--- src/rtl/dcache_refill.sv ---
// Data-cache miss engine: optional 4-beat victim writeback, then 4-beat line fetch into a 128-bit refill line.
// Latency: clean miss -> refill_valid 5 cycles after acceptance; dirty miss -> 9 cycles (mem_ready tied high).
// Backpressure: each mem_req cycle without mem_ready stalls the current beat, holding its address and data.
module dcache_refill #(
  parameter int ADDR_W = 32
) (
  input  logic              clk,
  input  logic              rst,
  input  logic              miss_req,
  input  logic [ADDR_W-1:0] miss_addr,
  input  logic              wb_need,
  input  logic [ADDR_W-1:0] wb_addr,
  input  logic [127:0]      wb_line,
  output logic              mem_req,
  output logic              mem_we,
  output logic [ADDR_W-1:0] mem_addr,
  output logic [31:0]       mem_wdata,
  input  logic              mem_ready,
  input  logic [31:0]       mem_rdata,
  output logic              refill_valid,
  output logic [127:0]      refill_line,
  output logic              busy
);

  typedef enum logic [1:0] {IDLE, WB, RD, DONE} state_t;

  state_t              state, nxt_state;
  logic [1:0]          cnt, nxt_cnt;
  logic [ADDR_W-5:0]   miss_la, nxt_miss_la;
  logic [ADDR_W-5:0]   wb_la, nxt_wb_la;
  logic [127:0]        wb_data, nxt_wb_data;
  logic                beat_done;
  logic [6:0]          nxt_bit;
  logic [6:0]          cur_bit;

  // mem_req is a register, so beat completion never depends combinationally on anything but mem_ready
  assign beat_done = mem_req && mem_ready;
  assign cur_bit   = {cnt, 5'd0};
  assign nxt_bit   = {nxt_cnt, 5'd0};

  // Next-state decode; captured request fields are exposed early so beat outputs can be registered
  always_comb begin
    nxt_state   = state;
    nxt_cnt     = cnt;
    nxt_miss_la = miss_la;
    nxt_wb_la   = wb_la;
    nxt_wb_data = wb_data;
    case (state)
      IDLE: begin
        if (miss_req) begin
          nxt_miss_la = miss_addr[ADDR_W-1:4];
          nxt_wb_la   = wb_addr[ADDR_W-1:4];
          nxt_wb_data = wb_line;
          nxt_cnt     = 2'd0;
          nxt_state   = wb_need ? WB : RD;
        end
      end
      WB: begin
        if (beat_done) begin
          nxt_cnt = cnt + 2'd1;
          if (cnt == 2'd3) nxt_state = RD;
        end
      end
      RD: begin
        if (beat_done) begin
          nxt_cnt = cnt + 2'd1;
          if (cnt == 2'd3) nxt_state = DONE;
        end
      end
      DONE: nxt_state = IDLE;
      default: nxt_state = IDLE;
    endcase
  end

  // State, captured request and registered memory/refill outputs derived from the next state
  always_ff @(posedge clk) begin
    if (rst) begin
      state        <= IDLE;
      cnt          <= 2'd0;
      miss_la      <= '0;
      wb_la        <= '0;
      wb_data      <= '0;
      mem_req      <= 1'b0;
      mem_we       <= 1'b0;
      mem_addr     <= '0;
      mem_wdata    <= '0;
      refill_valid <= 1'b0;
      refill_line  <= '0;
      busy         <= 1'b0;
    end else begin
      state        <= nxt_state;
      cnt          <= nxt_cnt;
      miss_la      <= nxt_miss_la;
      wb_la        <= nxt_wb_la;
      wb_data      <= nxt_wb_data;
      mem_req      <= (nxt_state == WB) || (nxt_state == RD);
      mem_we       <= (nxt_state == WB);
      refill_valid <= (nxt_state == DONE);
      busy         <= (nxt_state != IDLE);
      if (nxt_state == WB) begin
        mem_addr  <= {nxt_wb_la, nxt_cnt, 2'b00};
        mem_wdata <= nxt_wb_data[nxt_bit +: 32];
      end else if (nxt_state == RD) begin
        mem_addr  <= {nxt_miss_la, nxt_cnt, 2'b00};
        mem_wdata <= '0;
      end else begin
        mem_addr  <= '0;
        mem_wdata <= '0;
      end
      if (state == RD && beat_done) refill_line[cur_bit +: 32] <= mem_rdata;
    end
  end

endmodule

--- config.mk ---
export PLATFORM = sky130hd
export DESIGN_NAME = dcache_refill
export DESIGN_NICKNAME = d
export VERILOG_FILES = /design/src/rtl/dcache_refill.sv
export SDC_FILE = /design/constraint.sdc
export NUM_CORES = 1
export LEC_CHECK = 0
export BUFFER_PORTS_ARGS = -buffer_cell sky130_fd_sc_hd__buf_2
export CORE_MARGIN = 2
export CORE_UTILIZATION = 45
export CTS_CLUSTER_SIZE = 25
export DETAILED_ROUTE_END_ITERATION = 10
export PLACE_DENSITY = 0.78
export SYNTH_ARGS = -nofsm -noshare
export SYNTH_HDL_FRONTEND = slang
export SYNTH_SLANG_ARGS = --single-unit
--- constraint.sdc ---
create_clock -name clk -period 3.8 [get_ports clk]
set_clock_uncertainty 0.05 [all_clocks]
set_input_delay 0.38 -clock clk [delete_from_list [all_inputs] [get_ports clk]]
set_output_delay 0.38 -clock clk [all_outputs]
set_load 0.005 [all_outputs]
## Word level (Yosys, flattened, before mapping)

Index checks and enable logic that the tools add are counted.

- Bits in writable memories: 0
- Memories: 0
- Bits in latches: 0
- Input bits: 229
- Word-level logic and storage cells: 53
- Output and inout port bits: 196
- Bits in registers: 384
- ROM bits: 0

- Divide/modulo/power cells: 0
- Shift-type cells: 3
- Add/subtract/negate cells: 2
- Muxes and demuxes: 19
- Bitwise gates (word level): 1
- $mul: 0
- Equal/unequal tests: 7
- $lt $le $gt $ge: 0
- Reduce and logical (&&, ||, !) cells: 8

Operator list:

| cell | count |
|---|---|
| 2-to-1 mux 128 bit | 2 |
| bitwise mux 128 bit | 1 |
| variable shift 32 x 9 -> 128 bit (first input constant) | 1 |
| indexed part select 128 x 8 -> 32 bit | 1 |
| indexed part select 32 x 9 -> 128 bit | 1 |
| 2-to-1 mux 28 bit | 4 |
| 2-to-1 mux 32 bit | 2 |
| 2-to-1 mux 2 bit | 8 |
| equality test 2 bit (second input constant) | 5 |
| negation 7 -> 9 bit | 1 |
| one-hot mux 2 bit (4 select lines) | 1 |
| OR reduction 2 bit | 3 |
| equality test 2 x 1 -> 1 bit (second input constant) | 2 |
| one-hot mux 2 bit (2 select lines) | 1 |
| adder 2 x 1 -> 2 bit (second input constant) | 1 |
| logical AND 1 bit | 2 |
| logical NOT 2 bit | 1 |
| nonzero test 2 bit | 1 |
| logical OR 1 bit | 1 |
| NOT 1 bit | 1 |

## Longest topological paths before layout

Gate-level depths: netlist (run 1).

- Depth after elaboration: 7
- Depth in mapped cells: 14
- Gate-level depth less buffers: 12

## Least setup slack after synthesis (run 1)

Ideal clock, no wire load.

- Kind: reg-to-reg
- Start point: reg cnt[1]
- End point: reg mem_wdata[15]
- Buffers on the path: 2
- Required time: 3.633 ns
- Stages on the path, launching flop included: 14
- Setup slack: 1.232 ns
- Period minus slack after synthesis: 2.568 ns
- Library setup time: 0.117 ns
- Data arrival time: 2.401 ns
- Cells stage by stage: dfxtp_1 -> ha_1 -> nand3_1 -> a21oi_1 -> a211oi_1 -> a21oi_1 -> inv_1 -> ha_1 -> nand2b_1 -> clkbuf_1 -> inv_2 -> and3_1 -> clkbuf_1 -> a32o_1

- Longest elaborated chain between the ends: 7
- Elaborated cells between the ends (all ways): 14
- Those cells by class: add/sub: 1; eq/ne: 2; shift: 1; mux: 8; bitwise: 1; reduce/logical: 1

Ends and longest elaborated chain:

| element | RTL line | text |
|---|---|---|
| start: declaration | 28 | `logic [1:0] cnt, nxt_cnt;` |
| start signal: assignment | 92 | `cnt <= nxt_cnt;` |
| equality test 2 bit * | 61, 67 |  |
| 2-to-1 mux 2 bit (on tied branches) | 67, 61 |  |
| 2-to-1 mux 2 bit (on tied branches) | 65, 59 |  |
| one-hot mux 2 bit (4 select lines) * | 48 | `case (state)` |
| net nxt_state[0] | 27 | `state_t state, nxt_state;` |
| equality test 2 x 1 -> 1 bit * | 100 | `if (nxt_state == WB) begin` |
| NOT 1 bit (no line) * | - |  |
| OR reduction 2 bit (no line) * | - |  |
| end signal: assignment | 102 | `mem_wdata <= nxt_wb_data[nxt_bit +: 32];` |
| end: declaration | 17 | `output logic [31:0] mem_wdata,` |

Mark *: on every way through the listed nets, which the timed path passes. The rest lies on a longest branch.
A chain may end at the register's enable or synchronous reset.

## Final worst setup path (run 1)

- Start point: reg state[1]
- End point: reg mem_wdata[30]

- Longest elaborated chain between the ends: 6
- Elaborated cells between the ends (all ways): 17
- Those cells by class: eq/ne: 4; shift: 1; mux: 8; bitwise: 1; reduce/logical: 3

Ends and longest elaborated chain:

| element | RTL line | text |
|---|---|---|
| start: declaration | 27 |  |
| start signal: assignment | 91 | `state <= nxt_state;` |
| parallel branches: the longest is 6 deep, another holds indexed part select 128 x 8 -> 32 bit | - |  |

Parallel ways; which one is timed is not known.

==> impl_metrics.tcl, run 1 <==
set metrics [dict create \
    cts_root_buf "clkbuf_16" \
    status "complete, no violations" \
    worstMarginPinSlew_ns 1.02 \
    routedWlPerCell_um 17.8 \
    setup_viol 0 \
    fin_util_pct 56.9 \
    p_switching_w 0.00245 \
    power_w 0.00962 \
    cts_hold_buffers 0 \
    cts_made_buffers 41 \
    ir_worst_vdd_uv 429 \
    combPwrFrac_pct 12.5 \
    slew_headroom_pct 32.2 \
    intPower_w 0.00717 \
    wirelength_mm 44.8 \
    die_h_um 185 \
    finalCritPeriodShare_pct 81.4 \
    cp.required_ns 4.20 \
    yosys_most_used_dff "dfxtp_1" \
    crit_type "reg -> reg" \
    drt.antenna.violating_nets 0 \
    holdPathStages 3 \
    rrSetupSlack_ns 0.71 \
    min_period_ns 3.09 \
    nFillCells 2868 \
    ys_ff_latch 382 \
    synth.distinct_cells 40 \
    worstPathArrival_ns 3.49 \
    cts_buffer_depth 3 \
    initial_core_util_pct 45.5 \
    seq_area_frac_synth_pct 51.9 \
    io_buffers 414 \
    first_global_vias 13000 \
    syn_area_um2 14700 \
    route.detailed.drc 0 \
    seqPwrFrac_pct 44.7 \
    vias 13600 \
    htreeDepth 2 \
    final_nets 2275 \
    async_reset_ff_share_pct 0 \
    crit_path_end_kind "flip-flop" \
    io_pins 425 \
    antenna_found_initial 8 \
    syn2layout_area_growth_pct 25.1 \
    post-dp-hpwl_mm 29.5 \
    cts_tree "built" \
    finalSetupTns_ns 0 \
    grt_pass1_wl_mm 68.4 \
    syn_avg_cell_area_um2 8.73 \
    rsz0062_at_grt "no" \
    layout_common_cells "buf_2, dfxtp_1, a21oi_1, nand2_1, nor2_1" \
    dpl_cell_area_um2 17000 \
    place_congestion 0.847 \
    viasPerCell 5.42 \
    clk_latency_ns 0.52 \
    multiInputGateArea_um2 6370 \
    track_usage_pct 24.9 \
    finalHoldViolations 0 \
    cts_sinks 382 \
    fp-row-count 66 \
    synth_edf_count 0 \
    path_max_fanout 21 \
    hold_start "wb_line[49]" \
    grt_max_degree 172 \
    powerDensity_nw_per_um2 522 \
    layout-drive-gt1-share_pct 25.6 \
    postLayoutCellArea_um2 18400 \
    leakage_nw 7.99 \
    grt-ovfl-total 0 \
    post_cts_buffers 0 \
    max_cap_violations 0 \
    layout_commonest_cell "buf_2" \
    synth_warnings 0 \
    pwr-share-clk_pct 42.8 \
    ff_latch_area_um2 7650 \
    drt_first_pass_iters 5 \
    core-area_um2 32400 \
    startpoint "state[1]$_SDFF_PP0_" \
    path_clk_slew_ns 0.06 \
    hold_path_end "wb_data[49]$_SDFF_PP0_" \
    reg2reg_depth 10 \
    hp-class "in -> reg" \
    r2r-start "state[1]$_SDFF_PP0_" \
    die_area_um2 34200 \
    max_freq_mhz 323 \
    p_sw_share_pct 25.4 \
    dr.first_iter.drc_count 965 \
    syn_inst 1687 \
    dieWidth_um 185 \
    timing.rr.end "mem_wdata[30]$_SDFF_PP0_" \
    start_kind "flip-flop" \
    report.final.slew_viol_count 0 \
    postCtsResizedCells 0 \
]
## how the worst max path moves through the flow
stage,cells past startpoint,slack [ns],to
floorplan,13,1.23,mem_wdata[15]$_SDFF_PP0_
global placement,10,0.93,mem_wdata[23]$_SDFF_PP0_
detailed placement,10,0.73,mem_wdata[20]$_SDFF_PP0_
CTS,10,0.66,mem_wdata[30]$_SDFF_PP0_
global route,10,0.42,mem_wdata[7]$_SDFF_PP0_
finish,10,0.71,mem_wdata[30]$_SDFF_PP0_
## area by class of cell
cell class / instances / area share [%]
clock buffers: 60 / 6.62
diodes: 10 / 0.136
multi-input cells: 1149 / 34.6
inverters: 7 / 0.143
flip-flops and latches: 382 / 41.5
clock inverters: 15 / 1.04
repair buffers: 450 / 12.9
well taps: 442 / 3.00
## Yosys cell counts, drive strengths merged, types with 2 or more instances
| cell | instances | area (um^2) |
|---|---|---|
| a21boi | 2 | 18.8 |
| nor3b | 3 | 22.5 |
| nand3 | 129 | 646 |
| dfxtp | 382 | 7650 |
| nor2 | 155 | 582 |
| nor2b | 3 | 26.3 |
| clkbuf | 93 | 349 |
| inv | 7 | 26.3 |
| a21oi | 305 | 1530 |
| a22o | 28 | 245 |
| nand2b | 2 | 12.5 |
| buf | 57 | 370 |
| and3 | 2 | 12.5 |
| and2 | 7 | 43.8 |
| o21ai | 44 | 220 |
| mux2i | 128 | 1280 |
| ha | 15 | 188 |
| or2 | 12 | 75.1 |
| nand2 | 271 | 1020 |
| a221o | 21 | 210 |
| nor3 | 2 | 10.0 |
| o31ai | 2 | 28.8 |
| a32o | 11 | 110 |
## flip-flops by register name, indices dropped and copies added, names as in the netlist
name and count:
wb_la 28, mem_addr 30, cnt 2, mem_req 1
mem_wdata 32, refill_line 128, mem_we 1, state 2
refill_valid 1, busy 1, wb_data 128, miss_la 28
## cell families (layout without fill, tap and decap cells)
kind of cell               Yosys count  in the layout  share of synthesized area, %
muxes                              128            128                          8.70
other                                1             12                        0.0255
DFF                                382            382                          51.9
and+or+nand+nor                    588            588                          16.8
buffers and inverters              157            532                          5.06
AOI/OAI and AO/OA                  416            416                          16.2
adders and majority gates           15             15                          1.27
## through the flow
stage	hold WS, ns	std cells	setup WS, ns
floorplan	0.390	1688	1.23
global placement	0.385	2430	0.930
detailed placement	0.391	2430	0.729
CTS	0.0449	2505	0.660
global route	0.0525	2511	0.424
finish	0.0656	2515	0.708
## metal layers
layer / GRT usage [%] / wire, um
met2: 40.8 / 20700
met5: 0 / 0
met3: 5.62 / 3990
met4: 12.5 / 2300
met1: 30.8 / 17800
## worst max-delay path, stage by stage, from the launching register on
cell and delay [ns]:
dfxtp_1 0.41, inv_1 0.11, ha_1 0.21, a21boi_0 0.14
o31ai_1 0.47, ha_1 0.29, nand2b_1 0.10, inv_2 0.10
nand2_1 0.52, a221o_1 0.50, o21ai_1 0.13
## power by group through the flow
stage / clock, W / combinational (W) / sequential (W)
after floorplan: 0 / 0.000806 / 0.00437
after global placement: 0 / 0.00117 / 0.00437
after detailed placement: 0 / 0.00119 / 0.00438
after CTS: 0.00417 / 0.00120 / 0.00430
after global routing: 0.00434 / 0.00132 / 0.00431
final: 0.00412 / 0.00120 / 0.00430
(Power assumes the default switching activity.)
==> run 2: changes to the inputs <==
--- a/config.mk
+++ b/config.mk
@@ -10,7 +10,7 @@
 export CORE_UTILIZATION = 45
 export CTS_CLUSTER_SIZE = 25
 export DETAILED_ROUTE_END_ITERATION = 10
-export PLACE_DENSITY = 0.78
+export PLACE_DENSITY = 0.81
 export SYNTH_ARGS = -nofsm -noshare
 export SYNTH_HDL_FRONTEND = slang
 export SYNTH_SLANG_ARGS = --single-unit
==> constraint.sdc (replaced) <==
create_clock -name clk -period 2.53 [get_ports clk]
set_clock_uncertainty 0.05 [all_clocks]
set_input_delay 0.253 -clock clk [delete_from_list [all_inputs] [get_ports clk]]
set_output_delay 0.253 -clock clk [all_outputs]
set_load 0.005 [all_outputs]
==> run 2 against run 1 <==
Sequential power rose by 51%. Global-route usage increased by 5.8 points. Combinational power rose by 93%. Count of clock-buffer cells in the layout shrank 5.
==> impl_metrics.tcl, run 2 (same netlist as run 1, synthesis figures left out) <==
set metrics [dict create \
    route.detailed.drc 0 \
    antenna_found_initial 7 \
    worstMarginPinSlew_ns 0.626 \
    dr.first_iter.drc_count 1172 \
    max_cap_violations 0 \
    grt_max_degree 137 \
    leakage_nw 8.94 \
    status "complete, no violations" \
    max_freq_mhz 411 \
    die_area_um2 34200 \
    worstPathArrival_ns 2.80 \
    finalHoldViolations 0 \
    grt-ovfl-total 0 \
    min_period_ns 2.43 \
    nFillCells 2388 \
    crit_family "compound AO/OA/AOI/OAI gates" \
    powerDensity_nw_per_um2 708 \
    hp-class "in -> reg" \
    cts_made_buffers 40 \
    finalSetupTns_ns 0 \
    slew_headroom_pct 58.3 \
    slowest_delay_ns 0.36 \
    cts_sinks 382 \
    fin_util_pct 63.8 \
    critPathBufInv 2 \
    reg_top3 "refill_line (128), wb_data (128), mem_wdata (32)" \
    track_usage_pct 30.7 \
    slowest_stage "dfxtp_1" \
    crit_type "reg -> reg" \
    cts_root_buf "clkbuf_16" \
    wirelength_mm 55.2 \
    layout-drive-gt1-share_pct 24.4 \
    start_kind "flip-flop" \
    crit_chain "inv_1 -> ha_2 -> a21boi_2 -> or3_1 -> buf_4 -> a21oi_1 -> or2_0 -> a32o_1" \
    place_congestion 0.844 \
    post_cts_buffers 0 \
    syn2layout_area_growth_pct 40.4 \
    fp-row-count 66 \
    initial_core_util_pct 45.5 \
    ir_worst_vdd_uv 611 \
    layout_common_cells "buf_2, dfxtp_1, a21oi_1, nand2_1, dlygate4sd3_1" \
    vias 15600 \
    drt_first_pass_iters 8 \
    first_global_vias 15300 \
    cp.required_ns 2.90 \
    viasPerCell 5.71 \
    path_clk_slew_ns 0.06 \
    path_max_fanout 12 \
    post-dp-hpwl_mm 29.6 \
    io_pins 425 \
    clk_latency_ns 0.53 \
    place_ws_ns 0.00153 \
    io_buffers 414 \
    dieWidth_um 185 \
    cts_buffer_depth 3 \
    die_h_um 185 \
    rsz0062_at_grt "no" \
    setup_viol 0 \
    worst_slack_ns 0.0964 \
    crit_path_end_kind "flip-flop" \
    routedWlPerCell_um 20.2 \
    final_nets 2493 \
    cts_tree "built" \
    drt.antenna.violating_nets 0 \
    layout_commonest_cell "buf_2" \
    core-area_um2 32400 \
    finalCritPeriodShare_pct 96.2 \
    htreeDepth 2 \
    grt_pass1_wl_mm 82.7 \
    report.final.slew_viol_count 0 \
]
run 2: per-layer routing:
layer  global-route usage [%]  wire length [um]  up-vias
met2                     50.9             25800     1133
met3                     8.14              5550      311
met1                     34.9             20100     7239
met5                        0                13        -
li1                         -                 -     6890
met4                     19.8              3740        2
run 2: final timing paths:
kind | cells past startpoint | slack (ns) | startpoint | to
min | 3 | 0.009 | wb_line[38] | wb_data[38]$_SDFF_PP0_
min reg2reg | 2 | 0.40 | refill_line[104]$_SDFFE_PP0P_ | refill_line[104]$_SDFFE_PP0P_
max reg2reg | 8 | 0.1 | state[0]$_SDFF_PP0_ | mem_wdata[27]$_SDFF_PP0_
max | 8 | 0.1 | state[0]$_SDFF_PP0_ | mem_wdata[27]$_SDFF_PP0_
run 2: worst reg2reg max path: cells and delay by family (launching register included):
kind,cells,cell delay [ns]
compound gates,3,0.67
fa+ha+maj,1,0.34
buf+inv,2,0.38
flops,1,0.36
simple gates,2,0.54
run 2: layout make-up:
class | count | area (um^2) | area share (%)
sequential | 382 | 7650 | 37.0
multi-input combinational | 1149 | 6410 | 31.0
timing repair buffer | 669 | 4710 | 22.8
clock buffer | 55 | 1140 | 5.51
tap | 442 | 553 | 2.68
clock inverter | 18 | 160 | 0.775
inverter | 7 | 26.3 | 0.127
antenna | 8 | 20.0 | 0.0969
run 2: what timing repair did:
action	CTS	global route
endpoints found under the hold margin	297	0
hold buffers	204	0
endpoints found under the setup margin	0	36
gates resized for setup	0	17
run 2: per-stage QoR:
stage	instance area [um^2]	hold WS (ns)	total power [W]	cells
floorplan	14700	0.355	0.00777	1688
global placement	17300	0.386	0.00842	2445
detailed placement	17300	0.390	0.00849	2445
CTS	20600	0.00683	0.0145	2722
global route	20700	0.00902	0.0151	2728
finish	20700	0.00933	0.0146	2730
run 2: where the power goes:
part / total [W] / leakage, nW / switching [W] / internal (W)
sequential: 0.00648 / 3.11 / 0.000127 / 0.00635
clock: 0.00584 / 0.643 / 0.00246 / 0.00338
combinational: 0.00231 / 5.18 / 0.00135 / 0.000961
total: 0.0146 / 8.94 / 0.00394 / 0.0107
==> run 3: changes to the inputs <==
--- a/config.mk
+++ b/config.mk
@@ -10,7 +10,7 @@
 export CORE_UTILIZATION = 45
 export CTS_CLUSTER_SIZE = 25
 export DETAILED_ROUTE_END_ITERATION = 10
-export PLACE_DENSITY = 0.81
+export PLACE_DENSITY = 0.78
 export SYNTH_ARGS = -nofsm -noshare
 export SYNTH_HDL_FRONTEND = slang
 export SYNTH_SLANG_ARGS = --single-unit
==> constraint.sdc (replaced) <==
create_clock -name clk -period 2.45 [get_ports clk]
set_clock_uncertainty 0.05 [all_clocks]
set_input_delay 0.245 -clock clk [delete_from_list [all_inputs] [get_ports clk]]
set_output_delay 0.245 -clock clk [all_outputs]
set_load 0.005 [all_outputs]
==> run 3 against run 2 <==
Clock power rose by 8.2%. Global-route usage fell by 0.61 points. Die area did not move. Register-to-register slack barely moved. Count of clock-buffer cells in the layout rose by 2. Non-clock buffer count rose by 19. Routed wire length fell by 3.1%. Sequential share of layout area fell by 0.46 points. Sequential cell count did not move. Cell count rose by 0.59%. Critical path type unchanged.
==> impl_metrics.tcl, run 3 (same netlist as run 1, synthesis figures left out) <==
set metrics [dict create \
    start_kind "flip-flop" \
    rrSetupSlack_ns 0.09 \
    htreeDepth 2 \
    cts_made_buffers 39 \
    slew_headroom_pct 61.8 \
    grt_pass1_wl_mm 81.6 \
    cts_buffer_depth 3 \
    cp.required_ns 2.79 \
    grt_max_degree 123 \
    dieWidth_um 185 \
    hold_path_end "wb_la[13]$_SDFF_PP0_" \
    fp-row-count 66 \
    leakage_nw 9.07 \
    status "complete, no violations" \
    place_congestion 0.857 \
    antenna_found_initial 8 \
    cts_root_buf "clkbuf_16" \
    ff_latch_area_um2 7650 \
    report.final.slew_viol_count 0 \
    nFillCells 2431 \
    crit_path_end_kind "flip-flop" \
    reg2reg_depth 8 \
    crit_type "reg -> reg" \
    powerDensity_nw_per_um2 736 \
    syn2layout_area_growth_pct 42.2 \
    drt_first_pass_iters 6 \
    holdPathStages 3 \
    hp-class "in -> reg" \
    post-dp-hpwl_mm 30.3 \
    max_freq_mhz 424 \
    min_period_ns 2.36 \
    setup_viol 0 \
    die_area_um2 34200 \
    path_max_fanout 20 \
    max_cap_violations 0 \
    die_h_um 185 \
    track_usage_pct 30.1 \
    viasPerCell 5.59 \
    fin_util_pct 64.7 \
    finalHoldViolations 0 \
    worstPathArrival_ns 2.70 \
    layout_commonest_cell "buf_2" \
    timing.rr.end "mem_wdata[7]$_SDFF_PP0_" \
    clk_latency_ns 0.52 \
    initial_core_util_pct 45.5 \
    core-area_um2 32400 \
    cts_tree "built" \
    drt.antenna.violating_nets 0 \
    final_nets 2511 \
    io_buffers 414 \
    cts_sinks 382 \
    first_global_vias 15500 \
    io_pins 425 \
    dr.first_iter.drc_count 1362 \
    placed_cells 2454 \
    r2r-start "state[0]$_SDFF_PP0_" \
    layout_common_cells "buf_2, dfxtp_1, a21oi_1, nand2_1, dlygate4sd3_1" \
    reg_top3 "refill_line (128), wb_data (128), mem_wdata (32)" \
    vias 15300 \
    worstMarginPinSlew_ns 0.572 \
    route.detailed.drc 0 \
    finalNonFillerCells 2746 \
    finalCritPeriodShare_pct 96.3 \
    layout-drive-gt1-share_pct 25.0 \
    wirelength_mm 53.5 \
    hold_start "wb_addr[17]" \
    grt-ovfl-total 0 \
    path_clk_slew_ns 0.07 \
    multiInputGateArea_um2 6430 \
    startpoint "state[0]$_SDFF_PP0_" \
    routedWlPerCell_um 19.5 \
    ir_worst_vdd_uv 487 \
]
==> run 3: cell types whose count changed in the layout (fill, tap and decap cells not counted), sizes merged <==
| cell | previous run | this run |
|---|---|---|
| buf | 465 | 476 |
| clkinvlp | 2 | 3 |
| clkbuf | 55 | 59 |
| diode | 8 | 7 |
| bufinv | 2 | 3 |
| clkinv | 11 | 6 |
| dlygate4sd3 | 204 | 210 |
| inv | 10 | 9 |
==> run 3: final cells by class <==
| cell class | count | area share, % |
|---|---|---|
| timing repair buffer | 688 | 23.3 |
| multi-input combinational | 1149 | 30.7 |
| inverter | 7 | 0.137 |
| tap | 442 | 2.64 |
| clock inverter | 14 | 0.807 |
| antenna | 7 | 0.0837 |
| clock buffer | 57 | 5.81 |
| sequential | 382 | 36.5 |
==> run 3: power breakdown <==
part	internal (W)	total (W)	switching, W	leakage, nW
clock network	0.00379	0.00632	0.00253	0.681
logic	0.00102	0.00241	0.00139	5.28
registers	0.00656	0.00668	0.000125	3.11
total	0.0114	0.0154	0.00404	9.07
==> run 3: metal layers <==
layer	global-route usage, %	share of wire (%)	vias to the layer above	routed length [um]
met2	50.2	47	994	25300
met5	0	0.026	-	14
met4	18.5	6.4	2	3430
met1	33.9	37	7148	19500
li1	-	-	6918	-
met3	8.73	9.7	276	5170
==> run 3: how the worst max path moves through the flow <==
stage	end	slack (ns)	depth (start not counted)
after floorplan	mem_wdata[15]$_SDFF_PP0_	0.04	13
after global placement	mem_wdata[17]$_SDFF_PP0_	0.04	11
after detailed placement	mem_wdata[26]$_SDFF_PP0_	-0.03	9
after CTS	mem_wdata[26]$_SDFF_PP0_	0.01	7
after global routing	mem_wdata[14]$_SDFF_PP0_	-0.01	8
final	mem_wdata[7]$_SDFF_PP0_	0.09	8
==> run 3: stage by stage <==
stage	area, um^2	hold slack [ns]	total power, W	setup slack (ns)	setup TNS [ns]
final	20900	0.0147	0.0154	0.0902	0
after global routing	20900	0.0163	0.0159	-0.0111	-0.0178
after CTS	20800	0.00416	0.0153	0.0105	0
after detailed placement	17300	0.390	0.00878	-0.0261	-0.0811
after global placement	17300	0.385	0.00872	0.0353	0
after floorplan	14700	0.347	0.00803	0.0398	0
==> run 3: critical path, stage by stage, from the launching register on <==
cell and delay [ns]:
dfxtp_1 0.39, inv_2 0.08, ha_2 0.32, a21boi_2 0.33, or3_1 0.26, buf_4 0.31, a21oi_1 0.13, o21ai_0 0.24
o21ai_1 0.11
==> run 3: timing repair <==
action / CTS / global route
pin swaps: 0 / 3
endpoints found under the hold margin: 302 / 0
endpoints found under the setup margin: 11 / 42
gates resized for setup: 1 / 18
hold buffers: 210 / 0
buffers inserted: 0 / 2
cloned: 0 / 2
